$ cat src/rtl/fir_pkg.sv
// rtl/fir_pkg.sv - shared types and Q-format helpers for the sequential FIR
// Contents: controller state encoding, clog2, Q1.(dw-1) range limits and a
//           saturating clamp, all evaluated on a wide signed carrier type.
package fir_pkg;

  // Carrier for saturation arithmetic; wide enough for any DATA_WIDTH <= 32.
  localparam int WIDE_W = 128;
  typedef logic signed [WIDE_W-1:0] wide_t;

  typedef enum logic [1:0] {
    S_IDLE  = 2'd0,
    S_CLEAR = 2'd1,
    S_MAC   = 2'd2,
    S_OUT   = 2'd3
  } state_t;

  function automatic int clog2(input int n);
    int r;
    r = 0;
    while ((1 << r) < n) r++;
    return r;
  endfunction

  // Largest representable Q1.(dw-1) value as a raw integer.
  function automatic wide_t q_max(input int dw);
    return (wide_t'(1) <<< (dw - 1)) - wide_t'(1);
  endfunction

  // Most negative representable Q1.(dw-1) value as a raw integer.
  function automatic wide_t q_min(input int dw);
    return -(wide_t'(1) <<< (dw - 1));
  endfunction

  function automatic wide_t saturate(input wide_t v, input int dw);
    if (v > q_max(dw)) return q_max(dw);
    else if (v < q_min(dw)) return q_min(dw);
    else return v;
  endfunction

endpackage

$ cat src/rtl/fir_mac_unit.sv
// rtl/fir_mac_unit.sv - combinational multiply, rescale, accumulate and saturate
// Ports:
//   coef, sample  in   signed Q1.(DATA_WIDTH-1) operands
//   acc_in        in   running accumulator (ACC_W bits)
//   acc_out       out  acc_in + rescaled product
//   sat_out       out  acc_out clamped to the DATA_WIDTH range
//   ovf           out  high when the clamp changed the value
module fir_mac_unit
  import fir_pkg::*;
#(
  parameter int DATA_WIDTH = 24,
  parameter int ACC_W      = 29
) (
  input  logic signed [DATA_WIDTH-1:0] coef,
  input  logic signed [DATA_WIDTH-1:0] sample,
  input  logic signed [ACC_W-1:0]      acc_in,
  output logic signed [ACC_W-1:0]      acc_out,
  output logic signed [DATA_WIDTH-1:0] sat_out,
  output logic                         ovf
);

  localparam int PW = 2 * DATA_WIDTH;
  // One bit of headroom over the wider operand so the sum itself never wraps.
  localparam int SW = ((PW > ACC_W) ? PW : ACC_W) + 1;

  logic signed [PW-1:0] prod;
  logic signed [PW-1:0] prod_shr;
  logic signed [SW-1:0] sum_full;
  wide_t                sat_wide;

  assign prod     = PW'(coef) * PW'(sample);
  // Arithmetic shift back to Q1.(DATA_WIDTH-1): truncates toward -inf.
  assign prod_shr = prod >>> (DATA_WIDTH - 1);
  assign sum_full = SW'(prod_shr) + SW'(acc_in);
  assign acc_out  = sum_full[ACC_W-1:0];

  assign sat_wide = saturate(wide_t'(sum_full), DATA_WIDTH);
  assign sat_out  = DATA_WIDTH'(sat_wide);
  assign ovf      = (sat_wide != wide_t'(sum_full));

endmodule

$ cat src/rtl/fir_seq_ctrl.sv
// rtl/fir_seq_ctrl.sv - time-multiplexed FIR controller around one shared MAC
// Ports:
//   i_clk, i_rst_n                      clock, async active-low reset
//   i_coef_we/iv_coef_addr/iv_coef_data coefficient write port (IDLE only)
//   o_coef_err                          one-cycle pulse on a dropped write
//   i_clear                             zero the sample history
//   i_in_valid/o_in_ready/iv_din        input sample handshake
//   o_out_valid/i_out_ready/ov_dout     result handshake, saturated output
//   o_sum_overflow                      result was clamped
//   o_busy                              controller not in IDLE
// NUM_TAPS must be at least 2.
module fir_seq_ctrl
  import fir_pkg::*;
#(
  parameter int DATA_WIDTH = 24,
  parameter int NUM_TAPS   = 16
) (
  input  logic                          i_clk,
  input  logic                          i_rst_n,
  input  logic                          i_coef_we,
  input  logic [clog2(NUM_TAPS)-1:0]    iv_coef_addr,
  input  logic signed [DATA_WIDTH-1:0]  iv_coef_data,
  output logic                          o_coef_err,
  input  logic                          i_clear,
  input  logic                          i_in_valid,
  output logic                          o_in_ready,
  input  logic signed [DATA_WIDTH-1:0]  iv_din,
  output logic                          o_out_valid,
  input  logic                          i_out_ready,
  output logic signed [DATA_WIDTH-1:0]  ov_dout,
  output logic                          o_sum_overflow,
  output logic                          o_busy
);

  localparam int AW    = clog2(NUM_TAPS);
  localparam int ACC_W = DATA_WIDTH + AW + 1;

  state_t state, state_nxt;

  logic signed [DATA_WIDTH-1:0] smp_buf  [NUM_TAPS];
  logic signed [DATA_WIDTH-1:0] coef_mem [NUM_TAPS];

  logic signed [ACC_W-1:0]      acc, acc_nxt;
  logic [AW-1:0]                wr_ptr, base, k, tap_idx;
  logic                         k_last, accept, addr_ok, coef_ok;
  logic signed [DATA_WIDTH-1:0] sat_res;
  logic                         ovf_res;

  assign k_last  = (k == AW'(NUM_TAPS - 1));
  assign accept  = (state == S_IDLE) && !i_clear && i_in_valid;
  // Only reachable when NUM_TAPS is not a power of two.
  assign addr_ok = ({1'b0, iv_coef_addr} < (AW + 1)'(NUM_TAPS));
  assign coef_ok = (state == S_IDLE) && addr_ok;

  // Newest sample sits at base; tap k reads k samples back, modulo NUM_TAPS.
  always_comb begin
    if (base >= k) tap_idx = base - k;
    else           tap_idx = AW'({1'b0, base} + (AW + 1)'(NUM_TAPS) - {1'b0, k});
  end

  fir_mac_unit #(
    .DATA_WIDTH (DATA_WIDTH),
    .ACC_W      (ACC_W)
  ) u_mac (
    .coef    (coef_mem[k]),
    .sample  (smp_buf[tap_idx]),
    .acc_in  (acc),
    .acc_out (acc_nxt),
    .sat_out (sat_res),
    .ovf     (ovf_res)
  );

  // State register
  always_ff @(posedge i_clk or negedge i_rst_n) begin
    if (!i_rst_n) state <= S_IDLE;
    else          state <= state_nxt;
  end

  // Next-state logic
  always_comb begin
    state_nxt = state;
    case (state)
      S_IDLE: begin
        if (i_clear)         state_nxt = S_CLEAR;
        else if (i_in_valid) state_nxt = S_MAC;
      end
      S_CLEAR: if (k_last) state_nxt = S_IDLE;
      S_MAC:   if (k_last) state_nxt = S_OUT;
      S_OUT:   if (i_out_ready) state_nxt = S_IDLE;
      default: state_nxt = S_IDLE;
    endcase
  end

  // Handshake / status outputs; ready is also forced low while reset is held.
  always_comb begin
    o_in_ready  = 1'b0;
    o_out_valid = 1'b0;
    o_busy      = 1'b1;
    case (state)
      S_IDLE: begin
        o_in_ready = i_rst_n;
        o_busy     = 1'b0;
      end
      S_OUT:   o_out_valid = 1'b1;
      default: ;
    endcase
  end

  // Datapath: history buffer, coefficient file, counters and result registers.
  always_ff @(posedge i_clk or negedge i_rst_n) begin
    if (!i_rst_n) begin
      for (int i = 0; i < NUM_TAPS; i++) begin
        smp_buf[i]  <= '0;
        coef_mem[i] <= '0;
      end
      acc            <= '0;
      wr_ptr         <= '0;
      base           <= '0;
      k              <= '0;
      ov_dout        <= '0;
      o_sum_overflow <= 1'b0;
      o_coef_err     <= 1'b0;
    end else begin
      o_coef_err <= i_coef_we && !coef_ok;
      if (i_coef_we && coef_ok) coef_mem[iv_coef_addr] <= iv_coef_data;

      case (state)
        S_IDLE: begin
          if (i_clear) begin
            k <= '0;
          end else if (accept) begin
            smp_buf[wr_ptr] <= iv_din;
            base            <= wr_ptr;
            wr_ptr          <= (wr_ptr == AW'(NUM_TAPS - 1)) ? '0 : wr_ptr + 1'b1;
            acc             <= '0;
            k               <= '0;
          end
        end
        S_CLEAR: begin
          smp_buf[k] <= '0;
          wr_ptr     <= '0;
          k          <= k_last ? '0 : k + 1'b1;
        end
        S_MAC: begin
          if (k_last) begin
            // Final tap: the clamp sees acc plus this last product directly.
            ov_dout        <= sat_res;
            o_sum_overflow <= ovf_res;
            k              <= '0;
          end else begin
            acc <= acc_nxt;
            k   <= k + 1'b1;
          end
        end
        default: ;
      endcase
    end
  end

endmodule

$ cat config.mk
export PLATFORM = sky130hd
export DESIGN_NAME = fir_seq_ctrl
export DESIGN_NICKNAME = d
export VERILOG_FILES = /design/src/rtl/fir_pkg.sv /design/src/rtl/fir_mac_unit.sv /design/src/rtl/fir_seq_ctrl.sv
export SDC_FILE = /design/constraint.sdc
export NUM_CORES = 2
export LEC_CHECK = 0
export BUFFER_PORTS_ARGS = -buffer_cell sky130_fd_sc_hd__buf_2
export CORE_ASPECT_RATIO = 1.5
export CORE_MARGIN = 1.5
export CORE_UTILIZATION = 40
export CTS_CLUSTER_DIAMETER = 40
export CTS_CLUSTER_SIZE = 16
export DETAILED_ROUTE_END_ITERATION = 6
export PLACE_DENSITY = 0.6
export SYNTH_ARGS = -nofsm -noshare
export SYNTH_HDL_FRONTEND = slang
export SYNTH_HIERARCHICAL = 1
export SYNTH_SLANG_ARGS = --single-unit
$ cat constraint.sdc
create_clock -name i_clk -period 15.55 [get_ports i_clk]
set_input_delay 1.555 -clock i_clk [delete_from_list [all_inputs] [get_ports i_clk]]
set_output_delay 1.555 -clock i_clk [all_outputs]
set_load 0.03 [all_outputs]
== Yosys cells after proc, flatten, opt, wreduce, memory -nomap -nowiden ==
Cells that the tools add are included.
Operators by class
  add/subtract/negate cells: 6
  multipliers: 1
  order comparisons: 10
  eq/ne operators: 14
  mux-type cells: 41
  bitwise logic cells: 7
  reduce and logical (&&, ||, !) cells: 20
Operators by type and width (count)
  bitwise mux 384 bit: 2
  two-way mux 384 bit: 2
  one-hot mux 384 bit (2 select lines): 1
  AND 384 bit: 1
  NOT 384 bit: 1
  demux 24 bit (select 4 bit): 3
  two-way mux 128 bit: 2
  binary-select mux 24 bit (select 4 bit): 2
  two-way mux 24 bit: 7
  != test 128 x 30 -> 1 bit: 1
  two-way mux 29 bit: 3
  one-hot mux 29 bit (2 select lines): 1
  multiplier 24 x 24 -> 48 bit: 1
  adder 25 x 29 -> 30 bit: 1
  greater-than comparator 30 x 24 -> 1 bit, second input constant: 1
  less-than comparator 30 x 24 -> 1 bit, second input constant: 1
  two-way mux 4 bit: 7
  >= comparator 5 bit, second input constant: 4
  NOT 4 -> 5 bit: 4
  one-hot mux 4 bit (2 select lines): 2
  less-than comparator 5 x 1 -> 1 bit, second input constant: 3
  adder 4 x 1 -> 4 bit, second input constant: 3
  != test 2 bit, second input constant: 6
  two-way mux 2 bit: 5
  17 further kinds: 35
Word-level totals
  register bits after elaboration: 837
  input port bits: 58
  output and inout bits: 29
  word-level logic and storage cells: 139

== Longest topological paths before layout ==
  depth after elaboration: 13
  mapped depth: 56
  gate-level depth less buffers: 51

== Modules after synthesis ==
The synthesis kept the hierarchy.
By module, submodules not included
  fir_seq_ctrl: times used 1, cells an instance 2520, area an instance 37483.4 µm², seq. area each 20945.1 µm²
  fir_mac_unit: times used 1, cells an instance 2471, area an instance 22292.6 µm², seq. area each 0.0 µm²

== Worst setup path after synthesis ==
OpenSTA, ideal clock, no wires.
  path type: reg2reg
  start: reg k[1]
  end: reg ov_dout[19]
  arrival time: 12502 ps
  setup slack: 2923 ps
  cell stages (with the launch flop): 51
  path buffers: 7
  clock period less this slack: 12627 ps
  cells stage by stage: dfrtp_1 > clkbuf_1 > buf_2 > buf_2 > inv_1 > fa_1 > buf_2 > buf_4 > buf_2 > mux4_2 > nand4_1 > nand3_1 > clkbuf_1 > and2_1 > fa_1 > inv_1 > fa_1 > fa_1 > (+15 left out) > a21o_1 > a31oi_1 > o21bai_1 > a21oi_1 > xnor2_1 > ha_1 > a21oi_1 > o21ai_0 > nor3b_1 > a311oi_2 > o21a_2 > o211ai_1 > a41oi_1 > or3_1 > ha_1 > clkinv_1 > a21bo_2 > mux2_2
On the way
  longest elaborated chain between the ends: 11
  elaborated cells between the ends (all ways): 20
RTL lines
  start, declared: RTL line fir_seq_ctrl.sv:44  | logic [AW-1:0] wr_ptr, base, k, tap_idx;
  start signal, assigned: RTL line fir_seq_ctrl.sv:142  | k <= k_last ? '0 : k + 1'b1;
  start signal, assigned: RTL line fir_seq_ctrl.sv:152  | k <= k + 1'b1;
  subtractor 4 bit, or another cell as far along: RTL line fir_seq_ctrl.sv:58  | else tap_idx = AW'({1'b0, base} + (AW + 1)'(NUM_TAPS) - {1'b0, k});
  two-way mux 4 bit: RTL line fir_seq_ctrl.sv:57  | if (base >= k) tap_idx = base - k;
  NOT 4 -> 5 bit (not written as such): RTL line fir_seq_ctrl.sv:66  | .sample (smp_buf[tap_idx]),
  binary-select mux 24 bit (select 4 bit): RTL line fir_seq_ctrl.sv:66
  two-way mux 24 bit (not written as such) (2 in series): RTL line fir_seq_ctrl.sv:66
  multiplier 24 x 24 -> 48 bit (*): RTL line fir_mac_unit.sv:31  | assign prod = PW'(coef) * PW'(sample);
  adder 25 x 29 -> 30 bit (*): RTL line fir_mac_unit.sv:34  | assign sum_full = SW'(prod_shr) + SW'(acc_in);
  less-than comparator 30 x 24 -> 1 bit: RTL line fir_pkg.sv:36  | else if (v < q_min(dw)) return q_min(dw);
  two-way mux 128 bit: RTL line fir_pkg.sv:36
  two-way mux 128 bit (*): RTL line fir_pkg.sv:35  | if (v > q_max(dw)) return q_max(dw);
  net sat_res[19]: RTL line fir_seq_ctrl.sv:46  | logic signed [DATA_WIDTH-1:0] sat_res;
  end signal, assigned: RTL line fir_seq_ctrl.sv:147  | ov_dout <= sat_res;
  end, declared: RTL line fir_seq_ctrl.sv:30  | output logic signed [DATA_WIDTH-1:0] ov_dout,
The timed path passes the listed nets; every way through them passes the cells marked *. The select of a mux whose other input is x is not followed.
A chain may end at the register's enable or synchronous reset.

== Worst setup path after layout ==
  start: reg base[0]
  end: reg ov_dout[19]
On the way
  longest elaborated chain between the ends: 12
  elaborated cells between the ends (all ways): 15
RTL lines
  start, declared: RTL line fir_seq_ctrl.sv:44
  start signal, assigned: RTL line fir_seq_ctrl.sv:133  | base <= wr_ptr;
  adder 4 x 1 -> 4 bit: RTL line fir_seq_ctrl.sv:58
  subtractor 4 bit: RTL line fir_seq_ctrl.sv:58
  two-way mux 4 bit (*): RTL line fir_seq_ctrl.sv:57
  NOT 4 -> 5 bit (not written as such) (*): RTL line fir_seq_ctrl.sv:66
  binary-select mux 24 bit (select 4 bit) (*): RTL line fir_seq_ctrl.sv:66
  two-way mux 24 bit (not written as such) (*) (2 in series): RTL line fir_seq_ctrl.sv:66
  multiplier 24 x 24 -> 48 bit (*): RTL line fir_mac_unit.sv:31
  adder 25 x 29 -> 30 bit (*): RTL line fir_mac_unit.sv:34
  less-than comparator 30 x 24 -> 1 bit: RTL line fir_pkg.sv:36
  two-way mux 128 bit: RTL line fir_pkg.sv:36
  two-way mux 128 bit (*): RTL line fir_pkg.sv:35
  net sat_res[19]: RTL line fir_seq_ctrl.sv:46
Marked as above.

==> run_results.csv <==
group,metric,value,unit
status,outcome,"finished, final reports clean",
sta,holdWs,0.4813,ns
final_layout,drive_gt1_frac,0.2108,
grt,grt_pass1_wl,266.9,mm
cts,cts_tree,"built",
sta,fmax,70.65,MHz
synth,postSynthCellCount,4991,
grt,grt_overflow,0,
sta,tightest_slew,1.230,ns
sta,clock_skew,0.06026,ns
critical_path,startpoint,"base[0]",
critical_path,required,16.12,ns
critical_path,crit_type,"flip-flop to flip-flop",
die,die_h,476.5,um
synth,synth_fa_ha_area_frac,0.2411,
placement,dp_hpwl,113.4,mm
critical_path,worstPathMaxFanout,21,
grt,grt_usage,0.2301,
cts,cts_made_buffers,85,
synth,synth_edf_count,0,
synth,ys_warn_count,6,
die,start_util,0.4031,
die,die_w,318.6,um
critical_path,cp.arrival,14.72,ns
die,core_area,148300,um2
sta,setup_tns,0,ns
critical_path,slowest_stage,"fa_4",
cts,clk_latency,0.72,ns
hold_path,min_from,"acc[7]",
synth,synth_area,59780,um2
placement,place_congestion,0.9337,
synth,yosysTopAreaCell,"dfrtp_1",
sta,finalCritPeriodShare,0.9103,
drt,drt-initial-drc-count,2784,
final_layout,final_nets,5762,
sta,drv_slew,0,
cts,post_cts_buffers,0,
drt,viasPerCell,5.723,
synth,synth.most_common_cell,"dfrtp_1",
sta,grt_setup_unrepaired,"false",
sta,setup_slack,1.395,ns
die,die-area,151800,um2
cts,path_clk_slew,0.07,ns
cts,cts_sinks,837,
cts,cts_resized,0,
die,io_pins,87,
synth,muxShareOfSynthArea,0.1588,
critical_path,crit_top_cell,"inv_1",
synth,synth_cell_types,81,
critical_path,r2r_start,"base[0]",
drt,ant_nets,0,
drt,firstDrtPassIters,6,
cts,cts.path.max_buffers,3,
synth,syn_avg_cell_area,11.98,um2
final_layout,area_growth,9.463,%
sta,max-slew-margin-rel,0.1766,
sta,period_minus_slack,14.15,ns
synth,synth_compound_gate_area_share,0.09013,
cts,cts_root_buffer,"clkbuf_16",
placement,pre_cts_ws,1.528,ns
critical_path,slowest_delay,1.14,ns
hold_path,hp-class,"flip-flop to flip-flop",
synth,synth-seq-cells,837,
synth,synthSimpleGateAreaFrac,0.08460,
synth,synthesis.nets,5836,
sta,finalHoldViolations,0,
job,cap_viol_max_count,0,
synth,yosysSeqAreaShare,0.3504,
synth,synth_area_leaders,"dfrtp_1 35%, fa_1 20%, mux4_2 8.1%",
grt,antenna_found_initial,29,
drt,drc,0,
grt,grt_max_degree,168,
synth,synth_xor_area_frac,0.008059,
critical_path,crit_path_end_kind,"flip-flop",
synth,synth_top_flop_cell,"dfrtp_1",
placement,port_buffers,86,
cts,cts_hold_buf,0,
grt,grt_pass1_vias,43430,
synth,synth_top_family_by_area,"adder cells",
sta,setup_viol,0,
synth,netlist.area_leader.share,0.3504,
cts,h-tree-depth,3,
final_layout,final_util,0.4413,
synth,async_reset_ff_frac,1.000,
critical_path,startpoint_type,"flip-flop",
drt,post_drt_wl_per_cell,24.71,um
synth,ys_top_cells_by_count,"837 x dfrtp_1, 638 x inv_1, 608 x fa_1, 472 x nand2_1, 419 x a22o_1",
drt,wirelength,170.7,mm
die,std_cell_rows,173,
drt,via_count,39550,
-- routing by layer --
| layer | track usage | up-vias | wire, um |
|---|---|---|---|
| li1 | - | 16700 | - |
| met1 | 0.2780 | 21190 | 65870 |
| met2 | 0.4080 | 1263 | 88110 |
| met3 | 0.03428 | 367 | 9164 |
| met4 | 0.09527 | 34 | 7398 |
| met5 | 0 | - | 207 |
-- path summary, 6_finish.rpt --
kind,to,slack [ns],cells past startpoint
max,ov_dout[19],1.40,47
min,acc[7],0.48,2
max reg2reg,ov_dout[19],1.40,47
min reg2reg,acc[7],0.48,2
max in group asynchronous,acc[18],10.85,5
min in group asynchronous,smp_buf[352],0.83,1
-- metrics by stage --
step | std cells | cell area, um2
3_5_place_dp | 6755 | 62330
6_report | 6911 | 65430
4_1_cts | 6907 | 65420
5_1_grt | 6908 | 65430
2_1_floorplan | 4991 | 59780
3_3_place_gp | 6755 | 62330
-- layout by cell type (no fill, tap or decap), types with 83 or more instances in the layout --
cell type and count:
inv_1 638, a22o_1 419, dfrtp_1 833, mux4_2 216, ha_1 178, buf_2 85, o21ai_0 83, and2_1 260
buf_4 120, nand2_1 472, fa_1 607, clkbuf_16 85, mux2_2 405
-- cell type report --
cell class / instances / area (um2)
multi-input cells: 3142 / 35110
well taps: 1925 / 2409
inverters: 639 / 2399
flip-flops and latches: 837 / 20960
clock inverters: 55 / 827.0
repair buffers: 212 / 1461
clock buffers: 97 / 2262
fillers: 13480 / 82840
diodes: 4 / 10.01
-- sequential cells by signal, summed over array words and instances (netlist names) --
register	count
o_coef_err	1
o_sum_overflow	1
ov_dout	24
base	4
smp_buf	384
coef_mem	384
wr_ptr	4
k	4
acc	29
state	2
-- logic make-up after synthesis --
group           count (synthesis)
compound gates                677
xor+xnor                       55
fa+ha+maj                     787
buf+inv                      1012
flops                         837
mux                           627
simple gates                  996
-- worst max-delay path: cells and delay by family (launching register included) --
family / cells / cell delay, ns
AOI/OAI and AO/OA: 16 / 3.93
DFF: 1 / 0.37
buffers and inverters: 10 / 0.97
and+or+nand+nor: 6 / 2.10
adders and majority gates: 12 / 5.71
xor gates and xnor gates: 1 / 0.15
muxes: 2 / 0.77
Power is left out: the tool's default activity adds up to more than one toggle a clock period on the data nets, which glitch-free logic cannot reach.
